## config.mk

```make
export PLATFORM = sky130hd
export DESIGN_NAME = truth_sweep_ctrl
export DESIGN_NICKNAME = d
export VERILOG_FILES = /design/src/rtl/truth_sweep_ctrl.sv
export SDC_FILE = /design/constraint.sdc
export NUM_CORES = 1
export LEC_CHECK = 0
export ABC_CLOCK_PERIOD_IN_PS = 2200
export BUFFER_PORTS_ARGS = -buffer_cell sky130_fd_sc_hd__buf_2
export CAP_MARGIN = 15
export CORE_MARGIN = 3
export CORE_UTILIZATION = 47
export DETAILED_ROUTE_END_ITERATION = 10
export GPL_TIMING_DRIVEN = 0
export PLACE_DENSITY = 0.77
export SLEW_MARGIN = 15
export SYNTH_ARGS = -nofsm -noshare
export SYNTH_HDL_FRONTEND = slang
export SYNTH_SLANG_ARGS = --single-unit
export TNS_END_PERCENT = 5
```

## constraint.sdc

```tcl
create_clock -name clk -period 2.2 [get_ports clk]
set_input_delay 0.22 -clock clk [delete_from_list [all_inputs] [get_ports clk]]
set_output_delay 0.22 -clock clk [all_outputs]
set_load 0.02 [all_outputs]
```

## src/rtl/truth_sweep_ctrl.sv

```systemverilog
// -----------------------------------------------------------------------------
// truth_sweep_ctrl
//
// Sweep sequencer for a mux-based truth-table evaluator. It walks the select
// bus through every code. On each code it waits SETTLE cycles, then samples
// the evaluator output into a captured table. It also counts the bits of that
// table that disagree with a golden pattern. At the end of the sweep it reports
// the result with a one-cycle done pulse, a match flag and an error count.
//
// Parameters
//   SEL_W      select bus width; the table has 2**SEL_W entries
//   SETTLE     wait cycles on each code before sampling (0 allowed)
//
// Ports
//   clk        rising-edge clock for all state
//   rst_n      asynchronous active-low reset; aborts any sweep in progress
//   inStart    sweep request, only looked at while idle
//   inY        evaluator output for the code currently on outS
//   inExpected golden table, bit i = expected inY at select i
//   outS       select code driven to the evaluator
//   outTable   captured table, bit i = inY sampled at code i
//   outBusy    high from the cycle after accept through the last sample
//   outDone    one-cycle pulse when the sweep completes
//   outMatch   captured table equals golden; valid from outDone until next accept
//   outErrors  number of differing bits; valid together with outMatch
//
// Every output is taken directly from a register. No input reaches an output
// combinationally.
// -----------------------------------------------------------------------------
module truth_sweep_ctrl #(
   parameter int SEL_W  = 3,
   parameter int SETTLE = 1
) (
   input  logic                  clk,
   input  logic                  rst_n,
   input  logic                  inStart,
   input  logic                  inY,
   input  logic [2**SEL_W-1:0]   inExpected,
   output logic [SEL_W-1:0]      outS,
   output logic [2**SEL_W-1:0]   outTable,
   output logic                  outBusy,
   output logic                  outDone,
   output logic                  outMatch,
   output logic [SEL_W:0]        outErrors
);

   localparam int N_CODES = 2**SEL_W;
   // The counter only has to hold SETTLE. Keep at least one bit so that
   // SETTLE=0 still elaborates.
   localparam int CNT_W = (SETTLE < 1) ? 1 : $clog2(SETTLE + 1);

   localparam logic [CNT_W-1:0] SETTLE_LD = CNT_W'(SETTLE);
   localparam logic [SEL_W-1:0] LAST_CODE = SEL_W'(N_CODES - 1);
   localparam logic             HAS_WAIT  = (SETTLE > 0) ? 1'b1 : 1'b0;

   typedef enum logic [1:0] {
      ST_IDLE   = 2'd0,
      ST_SETTLE = 2'd1,
      ST_SAMPLE = 2'd2,
      ST_DONE   = 2'd3
   } state_t;

   state_t                r_state;
   logic [CNT_W-1:0]      r_cnt;
   logic [SEL_W-1:0]      r_s;
   logic [N_CODES-1:0]    r_table;
   logic                  r_busy;
   logic                  r_done;
   logic                  r_match;
   logic [SEL_W:0]        r_errors;

   logic                  w_exp_bit;
   logic                  w_miss;
   logic [SEL_W:0]        w_err_next;
   logic                  w_last_code;
   logic                  w_settle_end;
   state_t                w_after_load;

   // Per-sample compare and next-count helpers for the current select code
   always_comb begin
      w_exp_bit    = inExpected[r_s];
      w_miss       = inY ^ w_exp_bit;
      // At most 2**SEL_W misses are possible, so SEL_W+1 bits cannot overflow.
      w_err_next   = r_errors + (SEL_W+1)'(w_miss);
      w_last_code  = (r_s == LAST_CODE);
      // A count of 1 is the final settle cycle. The count cannot be 0 here,
      // but it is treated the same way so that a bad count cannot stall.
      w_settle_end = (r_cnt <= CNT_W'(1));
      if (HAS_WAIT) begin
         w_after_load = ST_SETTLE;
      end else begin
         w_after_load = ST_SAMPLE;
      end
   end

   // Sweep FSM together with all registered outputs
   always_ff @(posedge clk or negedge rst_n) begin
      if (!rst_n) begin
         r_state  <= ST_IDLE;
         r_cnt    <= '0;
         r_s      <= '0;
         r_table  <= '0;
         r_busy   <= 1'b0;
         r_done   <= 1'b0;
         r_match  <= 1'b0;
         r_errors <= '0;
      end else begin
         case (r_state)
            ST_IDLE: begin
               r_done <= 1'b0;
               if (inStart) begin
                  r_s      <= '0;
                  r_table  <= '0;
                  r_errors <= '0;
                  r_match  <= 1'b0;
                  r_cnt    <= SETTLE_LD;
                  r_busy   <= 1'b1;
                  r_state  <= w_after_load;
               end else begin
                  r_busy   <= 1'b0;
                  r_state  <= ST_IDLE;
               end
            end

            ST_SETTLE: begin
               if (w_settle_end) begin
                  r_state <= ST_SAMPLE;
               end else begin
                  r_cnt   <= r_cnt - CNT_W'(1);
                  r_state <= ST_SETTLE;
               end
            end

            ST_SAMPLE: begin
               r_table[r_s] <= inY;
               r_errors     <= w_err_next;
               if (w_last_code) begin
                  // outS stays on the last code. The match flag uses the
                  // count that already includes this final sample, so it is
                  // valid in the same cycle as outDone.
                  r_busy  <= 1'b0;
                  r_done  <= 1'b1;
                  r_match <= (w_err_next == '0);
                  r_state <= ST_DONE;
               end else begin
                  r_s     <= r_s + SEL_W'(1);
                  r_cnt   <= SETTLE_LD;
                  r_state <= w_after_load;
               end
            end

            ST_DONE: begin
               r_done  <= 1'b0;
               r_busy  <= 1'b0;
               r_state <= ST_IDLE;
            end

            default: begin
               r_busy  <= 1'b0;
               r_done  <= 1'b0;
               r_state <= ST_IDLE;
            end
         endcase
      end
   end

   assign outS      = r_s;
   assign outTable  = r_table;
   assign outBusy   = r_busy;
   assign outDone   = r_done;
   assign outMatch  = r_match;
   assign outErrors = r_errors;

endmodule
```

* Yosys cells after proc, flatten, opt, wreduce, memory -nomap -nowiden *
Index checks and enable logic that the tools add are counted.

storage, ports and cells
  flip-flop bits (word level) = 21
  input bits = 12
  output and inout port bits = 18
  word-level logic and storage cells = 65

cells by class
  add/subtract/negate cells = 3
  $lt $le $gt $ge = 3
  eq/ne operators = 8
  multiplexer cells = 28
  bitwise operators = 1
  reductions and logical operators = 14

operators with widths
  kind                                                count
  one-hot mux 8 bit (2 select lines)                  1
  two-way mux 1 bit                                   11
  bitwise mux 8 bit                                   1
  two-way mux 8 bit                                   1
  != test 2 bit, second input constant                4
  one-hot mux 2 bit (4 select lines)                  1
  one-hot mux 4 bit (2 select lines)                  1
  two-way mux 3 bit                                   2
  one-hot mux 1 bit (3 select lines)                  2
  one-hot mux 3 bit (2 select lines)                  1
  AND reduction 2 bit                                 3
  AND reduction 3 bit                                 2
  nonzero test 3 bit                                  2
  adder 4 x 1 -> 4 bit                                1
  equality test 2 bit, second input constant          2
  logical NOT 4 bit                                   1
  < comparator 3 x 4 -> 1 bit, second input constant  1
  two-way mux 2 bit                                   2
  two-way mux 4 bit                                   1
  one-hot mux 1 bit (2 select lines)                  2
  AND reduction 4 bit                                 1
  nonzero test 2 bit                                  2
  adder 3 x 1 -> 3 bit, second input constant         1
  binary-select mux 1 bit (select 3 bit)              1
  other kinds (10)                                    10

* Depth between registers and ports, before layout *
  depth after elaboration = 7
  depth in mapped cells = 11
  depth with buffers taken out = 10

* Worst setup path after synthesis *
Ideal clock, no wire load.

  path type = register to register
  start point = register r_s[0] (netlist: outS[0])
  end point = register r_match (netlist: outMatch)
  setup time = 0.067 ns
  data arrival time = 2.153 ns
  data required time = 2.133 ns
  slack = -0.019 ns
  cell stages (with the launch flop) = 11
  buffers on the path = 1
  period minus slack after synthesis = 2.219 ns
  cells stage by stage = dfrtp_1 -> buf_6 -> mux2_4 -> a211oi_2 -> xnor2_1 -> ha_1 -> ha_1 -> nor2b_1 -> nor4_1 -> nand4_1 -> nand2_1

between the ends
  longest elaborated chain between the ends = 7
  elaborated cells on any way between the ends = 10
  classes of those cells = 1 x add/sub; 2 x eq/ne; 4 x mux; 1 x bitwise; 2 x reduce/logical

ends and longest elaborated chain
  item                                     RTL line  text
  start, declared                          65        logic [SEL_W-1:0] r_s;
  start signal, assigned                   146       r_s <= r_s + SEL_W'(1);
  binary-select mux 1 bit (select 3 bit)   81        w_exp_bit = inExpected[r_s];
  two-way mux 1 bit (implied by the code)  81
  bitwise XOR 1 bit                        82        w_miss = inY ^ w_exp_bit;
  adder 4 x 1 -> 4 bit                     84        w_err_next = r_errors + (SEL_W+1)'(w_miss);
  logical NOT 4 bit                        143       r_match <= (w_err_next == '0);
  two-way mux 1 bit                        137       if (w_last_code) begin
  one-hot mux 1 bit (2 select lines)       108       case (r_state)
  end signal, assigned                     143
  end, declared                            69        logic r_match;

Parallel ways exist; a longest one is shown, timed or not. The select of a mux whose other input is x is not followed.
A chain may end at the register's enable or synchronous reset.

* Worst setup path after layout *
Ends and elaborated chain as after synthesis.

==> results.cfg <==
[detailed_routing]
drc = 0
vias = 1075
wl_per_cell_um = 14.99
via_per_inst = 5.658
drtIter0Drc = 10
drt-total-wl_mm = 2.849
firstDrtPassIters = 4
ant_nets = 0

[sta]
worstMarginPinSlew_ns = 0.4623
max_slew_margin_pct = 69.18
setup_viol = 0
fmax_ghz = 0.4622
fin_skew_ns = 0.003511
finalCriticalPeriod_ns = 2.164
hold_ws_ns = 0.1921
hold_viol = 0
rsz0062_at_grt = yes
min_period_over_period_pct = 98.35
maxSlewViolCount = 0

[yosys]
ys_top_cells_by_area = dfrtp_1 42%, ha_1 8.5%, o21ai_1 7.6%, mux2i_1 4.2%, nand2_1 3.2%
synth_warnings = 0
syn-cell-area_um2 = 1179
synth_nets = 144
seq_area_frac_synth_pct = 42.46
synth_largest_area_cell = dfrtp_1
ys_types = 34
avgSynthCellArea_um2 = 9.505
synth_top_area_share_pct = 42.46
synth_edf_count = 0
ys.flop_type = dfrtp_1
synth_seq_cells = 20
ys_top_cells_by_count = 20 x dfrtp_1, 18 x o21ai_1, 10 x nand2_1
syn_inst = 124
yosysMostFrequentCell = dfrtp_1
async_flop_share_pct = 100.0

[floorplan]
die_w_um = 56.08
ioPinCount = 30
die_h_um = 56.08
num_rows = 17
core_area_um2 = 2297
die_area_um2 = 3144
start_util_pct = 51.31

[global_route]
use_met1_pct = 22.91
grt_pass1_vias = 1115
grt_pass1_wl_mm = 4.995
antenna_found_initial = 0
grt-busiest-layer = met2
grtUsageMet3_pct = 3.480
grt_max_degree = 21
grt_util_all_layers_pct = 19.76
globalRouteOverflowTotal = 0
use_met2_pct = 35.89

[clocking]
htree_num_levels = 1
clkLatencyLatePin_ns = 0.30
clockRootBuffer = clkbuf_4
clockBufferDepth = 2
cts.sinks = 20
clk_pin_slew_ns = 0.11
cts_buffers = 3
cts_tree = built

[power]
leakagePower_uw = 0.0007209
seqPwrFrac_pct = 34.1
sw_frac_of_total_pct = 44.05
combPwrFrac_pct = 53.4
p_switching_uw = 647.4
irDropWorstVdd_mv = 0.5355
power_frac_clock_pct = 12.5
internal-power_uw = 822.3
powerDensity_nw_per_um2 = 990.4

[finish]
final_nets = 183
finish.utilization_pct = 64.60
n_antenna_cell = 0
layout-drive-gt1-share_pct = 35.19
syn_to_final_growth_pct = 25.90

[placement]
gp_congestion = 0.7859
hpwl_mm = 2.016
port_buffers = 29

[flow_run]
maxCapViolCount = 0

[critical_path]
cp.required_ns = 2.45
crit_arrival_ns = 2.41
cp_max_fo = 6
endpoint_kind = flop
cp-start-kind = flop
crit_type = reg2reg

[status]
status = completed

[worst_hold_path]
hold_path.class = in2reg
registers in the layout (all words and copies together) (netlist names):
signal and flops:
outBusy 1, r_state 2, outDone 1, outErrors 4
outMatch 1, outTable 8, outS 3
routing by layer:
metal | routed length (µm) | up-vias | part of all wire (%)
li1 | - | 523 | -
met2 | 1428 | 33 | 50
met5 | 0 | - | 0
met1 | 1252 | 515 | 44
met3 | 130 | 4 | 4.6
met4 | 37 | 0 | 1.3
power by group through the flow:
stage / registers (µW) / logic (µW) / clock network, µW
after floorplan: 543 / 475 / 0
after global placement: 488 / 704 / 0
after detailed placement: 492 / 731 / 0
after CTS: 496 / 761 / 189
after global routing: 510 / 870 / 208
final: 501 / 785 / 184
final timing paths:
path,end,startpoint,slack (ns),cells past startpoint
setup / recovery,outMatch,outS[0],0.04,9
hold / removal,outBusy,inStart,0.19,3
max in group asynchronous,outS[0],rst_n,1.48,2
min in group asynchronous,outTable[1],rst_n,0.39,2
setup reg to reg,outMatch,outS[0],0.04,9
hold reg to reg,outTable[1],outTable[1],0.50,2
cell usage in the layout (no fill, tap or decap), types with 2 or more instances in the layout:
master    netlist  layout
a22o_1          2       2
buf_4           0       6
nor3_1          2       2
a31oi_1         3       3
o21ai_1        18      18
mux2i_1         5       4
nand2_1        10       9
clkbuf_4        0       4
inv_1           6       6
o21a_1          3       3
a21oi_1         3       3
nand3b_1        3       3
clkbuf_1        2       3
nor2_1          4       4
nand3_1         3       3
o21ai_0         4       4
ha_1            8       6
o31a_1          2       2
dfrtp_1        20      19
o31ai_1         3       3
nand2b_4        0       2
buf_2           5      32
critical path, stage by stage (launching register included):
cell and delay (ns):
dfrtp_2 0.50, mux2_4 0.33, a211oi_2 0.22, xnor2_1 0.11, ha_2 0.21, ha_4 0.16
nor2b_4 0.13, nor4_2 0.24, nand4_1 0.12, nand2_1 0.09
what timing repair did:
| item | CTS | global route |
|---|---|---|
| endpoints found under the hold margin | 20 | 0 |
| setup endpoints to repair | 2 | 3 |
| gates resized for setup | 8 | 5 |
| pin swaps | 6 | 0 |
| buffers inserted | 5 | 0 |
| hold buffers | 1 | 0 |
cell type report:
cell class              instances  area (µm²)
well taps                      28       35.03
inverters                       7       26.28
flip-flops and latches         20       501.7
plain buffers                   7       37.54
clock buffers                   4       26.28
repair buffers                 35       192.7
multi-input cells              89       664.4
fillers                       201       813.3
logic make-up after synthesis:
family / count (synthesis) / share of synthesized area [%]
XOR/XNOR: 2 / 1.486
AND/OR/NAND/NOR: 31 / 14.01
buffers and inverters: 15 / 5.944
adder cells (fa/ha/maj): 8 / 8.493
AO/OA/AOI/OAI: 42 / 22.08
multiplexers: 6 / 5.520
flip-flops: 20 / 42.46
per-stage QoR:
step	setup TNS (ns)	worst slack (ns)	total power (µW)	instances	cell area (µm²)
floorplan	0	0.01094	1018	124	1180
global placement	-0.09577	-0.09577	1191	181	1360
detailed placement	-0.09690	-0.09690	1223	181	1360
CTS	0	0.01624	1445	190	1459
global route	-0.1489	-0.08057	1588	190	1484
finish	0	0.03632	1470	190	1484
Note: power is estimated with default switching activity, not from simulation.
